<file path="src/rtl/shift_normalizer.sv">
// Iterative normalizer: shifts a captured word one bit per clock until its leading (dir=0)
// or trailing (dir=1) one reaches the word edge, reporting aligned word, shift count and zero flag.
module shift_normalizer #(
   parameter int unsigned WIDTH   = 8,
   parameter int unsigned SHAMT_W = 3
) (
   input  logic               clk,
   input  logic               rst_n,
   input  logic               start,
   input  logic               dir,
   input  logic [WIDTH-1:0]   din,
   output logic [WIDTH-1:0]   dout,
   output logic [SHAMT_W-1:0] shamt,
   output logic               zero,
   output logic               busy,
   output logic               done
);

   typedef enum logic [1:0] {
      IDLE  = 2'd0,
      SHIFT = 2'd1,
      DONE  = 2'd2
   } state_t;

   state_t             state;
   logic [WIDTH-1:0]   sreg;
   logic [SHAMT_W-1:0] count;
   logic               dir_q;
   logic               target_c;

   // Bit that must be set for the word to count as aligned
   assign target_c = dir_q ? sreg[0] : sreg[WIDTH-1];

   always_ff @(posedge clk) begin
      if (!rst_n) begin
         state <= IDLE;
         sreg  <= '0;
         count <= '0;
         dir_q <= 1'b0;
         dout  <= '0;
         shamt <= '0;
         zero  <= 1'b0;
         busy  <= 1'b0;
         done  <= 1'b0;
      end else begin
         case (state)
            IDLE: begin
               if (start) begin
                  sreg  <= din;
                  dir_q <= dir;
                  count <= '0;
                  zero  <= 1'b0;
                  busy  <= 1'b1;
                  if (din == '0) begin
                     // Nothing to align: report straight away
                     state <= DONE;
                     dout  <= '0;
                     shamt <= '0;
                     zero  <= 1'b1;
                     done  <= 1'b1;
                  end else begin
                     state <= SHIFT;
                  end
               end
            end
            SHIFT: begin
               if (target_c) begin
                  state <= DONE;
                  dout  <= sreg;
                  shamt <= count;
                  done  <= 1'b1;
               end else begin
                  sreg  <= dir_q ? (sreg >> 1) : (sreg << 1);
                  count <= count + SHAMT_W'(1);
               end
            end
            DONE: begin
               state <= IDLE;
               busy  <= 1'b0;
               done  <= 1'b0;
            end
            default: begin
               state <= IDLE;
               busy  <= 1'b0;
               done  <= 1'b0;
            end
         endcase
      end
   end

endmodule

</file>
<file path="config.mk">
export PLATFORM = sky130hd
export DESIGN_NAME = shift_normalizer
export DESIGN_NICKNAME = d
export VERILOG_FILES = /design/src/rtl/shift_normalizer.sv
export SDC_FILE = /design/constraint.sdc
export NUM_CORES = 1
export LEC_CHECK = 0
export ABC_CLOCK_PERIOD_IN_PS = 1720
export CORE_UTILIZATION = 45
export CTS_CLUSTER_SIZE = 14
export DETAILED_ROUTE_END_ITERATION = 7
export DONT_BUFFER_PORTS = 1
export PLACE_DENSITY_LB_ADDON = 0.15
export SETUP_SLACK_MARGIN = 0.02
export SKIP_CTS_REPAIR_TIMING = 1
export SYNTH_ARGS = -nofsm -noshare
export SYNTH_HDL_FRONTEND = slang
export SYNTH_SLANG_ARGS = --single-unit
</file>
<file path="constraint.sdc">
create_clock -name clk -period 1.72 [get_ports clk]
set_clock_uncertainty 0.05 [all_clocks]
set_input_delay 0.172 -clock clk [delete_from_list [all_inputs] [get_ports clk]]
set_output_delay 0.172 -clock clk [all_outputs]
set_load 0.02 [all_outputs]
</file>
# Word-level counts from Yosys, hierarchy flattened
# Index checks and enable logic that the tools add are counted.
# word_totals
ff_bits	28
word_cells	52
# classes
n_bitwise	1
eq_ne	5
reduce_logical	9
n_addsub	1
n_mux	27
# op_table
cell	count
two-way mux 8 bit	6
one-hot mux 8 bit (2 select lines)	2
two-way mux 3 bit	5
one-hot mux 3 bit (2 select lines)	2
logical NOT 8 bit	1
inequality test 2 bit, second input constant	4
two-way mux 1 bit	6
two-way mux 2 bit	3
AND reduction 2 bit	3
AND reduction 3 bit	2
one-hot mux 1 bit (2 select lines)	2
one-hot mux 2 bit (2 select lines)	1
AND reduction 4 bit	1
adder 3 x 1 -> 3 bit, second input constant	1
== test 2 x 1 -> 1 bit, second input constant	1
logical NOT 2 bit	1
nonzero test 2 bit	1
NOT 1 bit	1

# Logic depth before layout (Yosys ltp)
# Gate-level depths: netlist (run 1).
# logic_depth
ltp_word	4
depth_mapped	5
depth_no_buf	4

# Worst setup path after synthesis (run 1)
# No wires, ideal clock.
# synth_path
kind	register -> register
startpoint	register state[0]
endpoint	register sreg[2]
path_buffers	2
path_stages_with_launch	6
arrival_time_ns	1.273
slack_ns	0.266
required_time_ns	1.539
setup_ns	0.131
cell_sequence	dfxtp_1 -> buf_4 -> or3b_2 -> clkbuf_1 -> o21ai_2 -> o211ai_1
# synth_between
elab_chain_len	3
# synth_rtl
item	line	source
start, declared	25	state_t state;
start signal, assigned	36	state <= IDLE;
start signal, assigned	56	state <= DONE;
start signal, assigned	62	state <= SHIFT;
== test 2 x 1 -> 1 bit or logical NOT 2 bit (tied branches)	46	case (state)
inequality test 2 bit (no source line) or nonzero test 2 bit (tied branches)	n/a	
AND reduction 3 bit (no source line)	n/a	
end signal, assigned	49	sreg <= din;
end signal, assigned	73	sreg <= dir_q ? (sreg >> 1) : (sreg << 1);
end, declared	26	logic [WIDTH-1:0] sreg;
# Parallel ways exist; a longest one is shown, timed or not.
# A chain may end at the register's enable or synchronous reset.

# Final worst setup path (run 1)
# layout_path
startpoint	register dir_q
endpoint	register done
# layout_between
elab_chain_len	3
# layout_rtl
item	line	source
start, declared	28	logic dir_q;
start signal, assigned	50	dir_q <= dir;
two-way mux 1 bit	32	assign target_c = dir_q ? sreg[0] : sreg[WIDTH-1];
inequality test 2 bit (no source line)	n/a	
AND reduction 3 bit (no source line)	n/a	
end signal, assigned	44	done <= 1'b0;
end signal, assigned	60	done <= 1'b1;
end signal, assigned	71	done <= 1'b1;
end, declared	16	output logic done
# No other way between the ends.

==> impl_metrics.json, run 1 <==
{
  "status": "finished with violations",
  "violations": "hold timing",
  "drive_above_1_share": 0.139,
  "synth_cell_type_count": 38,
  "pwr_density_cell_nw_per_um2": 874,
  "die_width_um": 58.6,
  "whs_ns": -0.00364,
  "syn-num-nets": 181,
  "async_reset_ff_frac": 0,
  "synth_edf_count": 0,
  "grt_use_total": 0.218,
  "cts_tree": "yes",
  "n_antenna_cell": 0,
  "routed_wl_um": 3710,
  "ys_top_cells_by_area": "dfxtp_1, o31ai_1, nand2_1",
  "synth.yosys.seq_area_share": 0.389,
  "grt_pass1_vias": 1166,
  "synth_top_area_cell": "dfxtp_1",
  "coreArea_um2": 3050,
  "fin_ws_ns": 0.0967,
  "final_nets": 187,
  "dp_worst_setup_slack_ns": 0.110,
  "ios": 26,
  "start_util": 0.473,
  "yosysTopAreaCellShare": 0.389,
  "clk_latency_ns": 0.34,
  "synth_warnings": 0,
  "arrival_ns": 1.82,
  "cts_buffers": 3,
  "overflow": 0,
  "worst_slew_pin_slew_ns": 0.941,
  "first_pass_iters": 4,
  "cp-end-kind": "flop",
  "dieHeight_um": 58.6,
  "drtAntennaViolNets": 0,
  "drv_cap": 0,
  "clk_path_buf_depth": 2,
  "syn_to_final_growth_pct": 12.7,
  "syn-instance-count": 168,
  "htreeDepth": 1,
  "grt_pass1_wl_um": 5780,
  "p_leak_nw": 0.608,
  "synth_ff_type": "dfxtp_1",
  "gp_congestion": 0.803,
  "row_count": 20,
  "criticalPathCategory": "reg2reg",
  "slew_headroom": 0.371,
  "synth-seq-cells": 28,
  "syn_area_um2": 1440,
  "fin_crit_ns": 1.62,
  "slew_viol_final": 0,
  "critPathMaxFanout": 19,
  "final_cell_mix": "dfxtp_1, nand2_1, o31ai_1",
  "total_power_mw": 1.42,
  "critPathLaunchType": "flop",
  "hp-class": "in2reg",
  "avgSynthCellArea_um2": 8.59,
  "num_vias": 1309,
  "antenna_found_initial": 0,
  "dp_hpwl_um": 2420,
  "critPathRequiredTime_ns": 1.92,
  "viasPerCell": 6.03,
  "wl_per_cell_um": 17.1,
  "ir_drop_v": 0.000318,
  "finalSetupTns_ns": 0,
  "max_freq_mhz": 616,
  "cts_sinks": 28,
  "finalSetupViolCount": 0,
  "final.period_utilization": 0.944,
  "cts_root_buffer": "clkbuf_4",
  "hold_violations": 1,
  "io_buffers": 0,
  "grt_setup_unrepaired": "no",
  "clk_pin_slew_ns": 0.17,
  "grt_max_degree": 45,
  "first_iter_violations": 60,
  "dieArea_um2": 3440,
  "route.detailed.drc": 0,
  "final_common_cell": "dfxtp_1"
}
flip-flops by register name, summed over array words and instances (netlist names):
register,cells
state,2
count,3
busy,1
shamt,3
done,1
dir_q,1
dout,8
zero,1
sreg,8
where the power goes:
part | leakage, nW | internal, mW | switching [mW]
registers | 0.228 | 0.686 | 0.0562
clock network | 0.0279 | 0.236 | 0.204
logic | 0.352 | 0.100 | 0.138
worst max-delay path, stage by stage (launching register included):
cell and delay [ns]:
dfxtp_1 0.40, mux2_4 0.41, and2_1 0.35, o311a_1 0.35
area by class of cell:
type / instances / area [um^2]
Sequential cell: 28 / 561
Inverter: 3 / 11.3
Clock buffer: 3 / 22.5
Multi-Input combinational cell: 121 / 796
Timing Repair Buffer: 17 / 150
Clock inverter: 1 / 30.0
Tap cell: 44 / 55.1
Fill cell: 309 / 1430
metal layers:
layer	vias to the layer above	track usage	routed length, um
li1	646	-	-
met1	623	0.308	1810
met2	38	0.348	1710
met3	2	0.0352	183
met4	0	0.0510	12
met5	-	0	0
kinds of logic after synthesis:
kind of cell	synth area share
flip-flops	0.389
AO/OA/AOI/OAI	0.245
multiplexers	0.0564
adder cells (fa/ha/maj)	0.00867
AND/OR/NAND/NOR	0.242
buffers and inverters	0.0598
worst paths after layout:
kind                                from  endpoint  slack (ns)  cells past startpoint
worst max register to register     dir_q      done         0.1                      3
worst max-delay path               dir_q      done         0.1                      3
worst min-delay path               rst_n   sreg[6]      -0.004                      2
worst min register to register  count[2]  count[2]        0.46                      2
per-stage QoR:
stage,hold WS [ns],util,instances,cell area [um^2]
after global routing,0.0105,0.532,217,1630
after floorplan,0.258,-,168,1440
after global placement,0.259,0.486,204,1480
after CTS,-0.114,0.503,208,1540
final,-0.00364,0.532,217,1630
after detailed placement,0.265,0.486,204,1480
synth_stat cells, types with 2 or more instances:
master / instances
nor2_1: 2
and3b_1: 2
and3_1: 12
mux2_2: 5
buf_2: 3
inv_1: 3
dfxtp_1: 28
nand2_1: 22
nor4_1: 2
nand3_1: 8
o211ai_1: 7
o31ai_1: 13
a31oi_1: 11
nor2b_1: 2
a211oi_1: 5
a21oi_1: 7
nand4_1: 5
clkbuf_1: 11
(Power assumes the default switching activity.)
==> run 2, diff against run 1 <==
Settings changed: CORE_ASPECT_RATIO from default to 0.7, GPL_ROUTABILITY_DRIVEN from default to 1.
==> run 2 against run 1 <==
  * The flow still finishes with violations (hold timing)
  * Worst hold slack about the same
  * Die area grew 0.10%
  * Via count shrank 2.8%
  * Core utilization is 1.4 points lower
  * Clock power is 21% lower
  * Sequential share of layout area up 2.5 points
  * Register-to-register slack better by 0.09 ns
  * Final cell count decreased by 8.3%
  * Sequential power hardly changed
  * Critical path depth stayed put
  * Flip-flop and latch count is the same
  * Critical endpoint is now count[2]
  * Largest cell class unchanged
==> impl_metrics.json, run 2 (synthesis gave the netlist of run 1 again) <==
{
  "status": "finished with violations",
  "violations": "hold timing",
  "grt_pass1_wl_um": 6170,
  "clk_path_buf_depth": 2,
  "final_cell_mix": "dfxtp_1, nand2_1, o31ai_1",
  "row_count": 16,
  "total_power_mw": 1.30,
  "slew_viol_final": 0,
  "gp_congestion": 0.764,
  "p_leak_nw": 0.563,
  "drv_cap": 0,
  "ios": 26,
  "hold_start": "dir",
  "fillerInstances": 275,
  "dp_hpwl_um": 2510,
  "fin_crit_ns": 1.53,
  "worst_slew_pin_slew_ns": 0.484,
  "drtAntennaViolNets": 0,
  "slowest_delay_ns": 0.53,
  "cp-startpoint": "state[0]",
  "slew_headroom": 0.677,
  "first_iter_violations": 65,
  "routed-wl-met2_um": 1660,
  "final_common_cell": "dfxtp_1",
  "finalSetupTns_ns": 0,
  "critPathRequiredTime_ns": 1.86,
  "ir_drop_v": 0.000433,
  "coreArea_um2": 2920,
  "viasPerCell": 6.39,
  "critPathLaunchType": "flop",
  "wl_met1_um": 1660,
  "finalInstanceArea_um2": 1520,
  "r2r-start": "state[0]",
  "overflow": 0,
  "wl_met3_um": 257,
  "routed_wl_um": 3580,
  "grt_use_total": 0.221,
  "cts_sinks": 28,
  "highest_layer": "met4",
  "criticalPathCategory": "reg2reg",
  "whs_ns": -0.00393,
  "top_regs": "dout (8), sreg (8)",
  "start_util": 0.494,
  "cts_buffers": 3,
  "cts_tree": "yes",
  "wl_per_cell_um": 18.0,
  "cp-end-kind": "flop",
  "dieHeight_um": 49.4,
  "critPathMaxFanout": 10,
  "die_width_um": 69.7,
  "route.detailed.drc": 0,
  "final.period_utilization": 0.889,
  "antenna_found_initial": 0,
  "grt_setup_unrepaired": "no",
  "clk_pin_slew_ns": 0.09,
  "n_antenna_cell": 0,
  "hp-class": "in2reg",
  "max_freq_mhz": 654,
  "cts_root_buffer": "clkbuf_8",
  "dpl_cell_area_um2": 1470,
  "grt_max_degree": 45,
  "pwr_density_cell_nw_per_um2": 859,
  "crit_chain": "nand2b_4 > or4_1 > a211oi_1",
  "clk_latency_ns": 0.27,
  "hold_violations": 3,
  "finalSetupViolCount": 0,
  "first_pass_iters": 4,
  "final_nets": 178,
  "fin_ws_ns": 0.191,
  "num_vias": 1272,
  "drive_above_1_share": 0.135,
  "arrival_ns": 1.67,
  "dp_worst_setup_slack_ns": 0.203,
  "post-route-util": 0.519,
  "syn_to_final_growth_pct": 5.12,
  "io_buffers": 0,
  "critPathSlowestCell": "dfxtp_1",
  "dieArea_um2": 3440,
  "htreeDepth": 1,
  "grt_pass1_vias": 1231
}
[run 2: where the power goes]
| group | leakage (nW) | internal (mW) | switching [mW] |
|---|---|---|---|
| logic | 0.314 | 0.0900 | 0.126 |
| clock network | 0.0216 | 0.157 | 0.189 |
| registers | 0.228 | 0.685 | 0.0547 |
[run 2: cell type report]
cell class                      instances  area, um^2  area share
Multi-Input combinational cell        121         796       0.525
Sequential cell                        28         561       0.370
Timing Repair Buffer                    8        62.6      0.0413
Tap cell                               36        45.0      0.0297
Clock buffer                            3        41.3      0.0272
Inverter                                3        11.3     0.00743
[run 2: worst paths after layout]
| path | endpoint | slack, ns | depth (start not counted) |
|---|---|---|---|
| min | dir_q | -0.004 | 2 |
| max | count[2] | 0.19 | 3 |
| min reg2reg | count[2] | 0.47 | 2 |
| max reg2reg | count[2] | 0.19 | 3 |
[run 2: per-stage QoR]
stage	std cells	hold WS (ns)
CTS	198	-0.0242
floorplan	168	0.258
global route	199	0.000881
global placement	195	0.261
detailed placement	195	0.266
finish	199	-0.00393
[run 2: per-layer routing]
layer / GRT usage / vias up
li1: - / 627
met1: 0.318 / 606
met2: 0.350 / 37
met3: 0.0599 / 2
met4: 0.0100 / 0
met5: 0 / -
[run 2: worst max-delay path: cells and delay by family (launching register included)]
family	cells	cell delay [ns]
AND/OR/NAND/NOR	2	0.64
flip-flops	1	0.53
AO/OA/AOI/OAI	1	0.23
==> run 3, diff against run 2 <==
Settings changed: CORE_MARGIN from default to 2.
==> run 3 against run 2 <==
  * The run still ends with hold timing left
  * Design area up 2.5%
  * First-iteration DRC count up 60%
  * Setup slack worse by 0.015 ns
  * Critical path depth unchanged
  * Via count up 2.0%
  * Register-to-register slack worse by 0.02 ns
  * Maximum frequency down 0.97%
  * Die area up 7.0%
==> impl_metrics.json, run 3 (synthesis gave the netlist of run 1 again) <==
{
  "drv_cap": 0,
  "worst_slew_pin_slew_ns": 0.488,
  "fin_crit_ns": 1.54,
  "top_usage_layer": "met2",
  "crit_chain": "or3b_2 > o21ai_2 > o211ai_1",
  "io_buffers": 0,
  "p_leak_nw": 0.581,
  "viasPerCell": 6.33,
  "n_antenna_cell": 0,
  "cts_buffers": 3,
  "coreArea_um2": 3110,
  "clk_pin_slew_ns": 0.09,
  "htreeDepth": 1,
  "clk_path_buf_depth": 2,
  "cp-end-kind": "flop",
  "cts_sinks": 28,
  "dieHeight_um": 51.4,
  "syn_to_final_growth_pct": 7.72,
  "finalInstanceArea_um2": 1550,
  "final_cell_mix": "dfxtp_1, nand2_1, o31ai_1",
  "dieArea_um2": 3680,
  "pwr_density_cell_nw_per_um2": 852,
  "gp_congestion": 0.760,
  "first_iter_violations": 104,
  "die_width_um": 71.7,
  "final.period_utilization": 0.898,
  "critPathLaunchType": "flop",
  "row_count": 17,
  "grt.met3_usage": 0.0710,
  "status": "finished with violations",
  "slowest_delay_ns": 0.60,
  "hp-class": "in2reg",
  "drtAntennaViolNets": 0,
  "route.detailed.drc": 0,
  "grt_pass1_vias": 1193,
  "drive_above_1_share": 0.144,
  "final_nets": 182,
  "criticalPathCategory": "reg2reg",
  "grt_pass1_wl_um": 5990,
  "met1_usage": 0.297,
  "final_common_cell": "dfxtp_1",
  "slew_headroom": 0.675,
  "grt_max_degree": 45,
  "cts_tree": "yes",
  "critPathSlowestCell": "or3b_2",
  "finalSetupViolCount": 0,
  "finalSetupTns_ns": 0,
  "slew_viol_final": 0,
  "critPathRequiredTime_ns": 1.82,
  "clk_latency_ns": 0.27,
  "num_vias": 1297,
  "routed_wl_um": 3610,
  "top_regs": "dout (8), sreg (8)",
  "overflow": 0,
  "grt_setup_unrepaired": "no",
  "arrival_ns": 1.64,
  "grt_use_total": 0.210,
  "ios": 26,
  "grt.met2_usage": 0.307,
  "ir_drop_v": 0.000442,
  "critPathMaxFanout": 10,
  "wl_per_cell_um": 17.6,
  "dpl_cell_area_um2": 1480,
  "max_freq_mhz": 648,
  "dp_hpwl_um": 2490,
  "first_pass_iters": 4,
  "antenna_found_initial": 0,
  "whs_ns": -0.00594,
  "violations": "hold timing",
  "start_util": 0.465,
  "hold_violations": 1,
  "cts_root_buffer": "clkbuf_8"
}
## run 3: changes by cell type in the layout (fill, tap and decap cells not counted), sizes merged
cell / change
buf: +2
dlygate4sd3: +2
## run 3: power by group
group / total (mW) / internal (mW) / switching (mW)
Sequential: 0.741 / 0.685 / 0.0562
Clock: 0.356 / 0.157 / 0.199
Combinational: 0.227 / 0.0974 / 0.129
## run 3: cell type report
cell class / instances / area (um^2)
clock buffers: 3 / 41.3
fillers: 289 / 1550
inverters: 3 / 11.3
multi-input cells: 121 / 796
flip-flops and latches: 28 / 561
well taps: 38 / 47.5
repair buffers: 12 / 97.6
## run 3: routing by layer
| metal | share of wire | vias up |
|---|---|---|
| li1 | - | 634 |
| met1 | 0.47 | 614 |
| met2 | 0.44 | 49 |
| met3 | 0.086 | 0 |
| met4 | 0 | 0 |
| met5 | 0 | - |
## run 3: final timing paths
path,start,end,slack (ns),cells after the start
setup reg to reg,state[0],sreg[6],0.18,3
hold / removal,rst_n,dout[6],-0.006,2
setup / recovery,state[0],sreg[6],0.18,3
hold reg to reg,count[2],count[2],0.46,2
## run 3: worst max-delay path, delay by kind of cell, from the launching register on
kind	cells	cell delay, ns
simple gates	1	0.60
compound gates	2	0.35
flops	1	0.42
## run 3: stage by stage
stage	power, mW	std cells	setup WS, ns	utilization
floorplan	0.921	168	0.266	-
global placement	0.967	199	0.179	0.477
detailed placement	0.973	199	0.187	0.477
CTS	1.32	202	0.169	0.491
global route	1.38	205	0.0636	0.500
finish	1.32	205	0.176	0.500
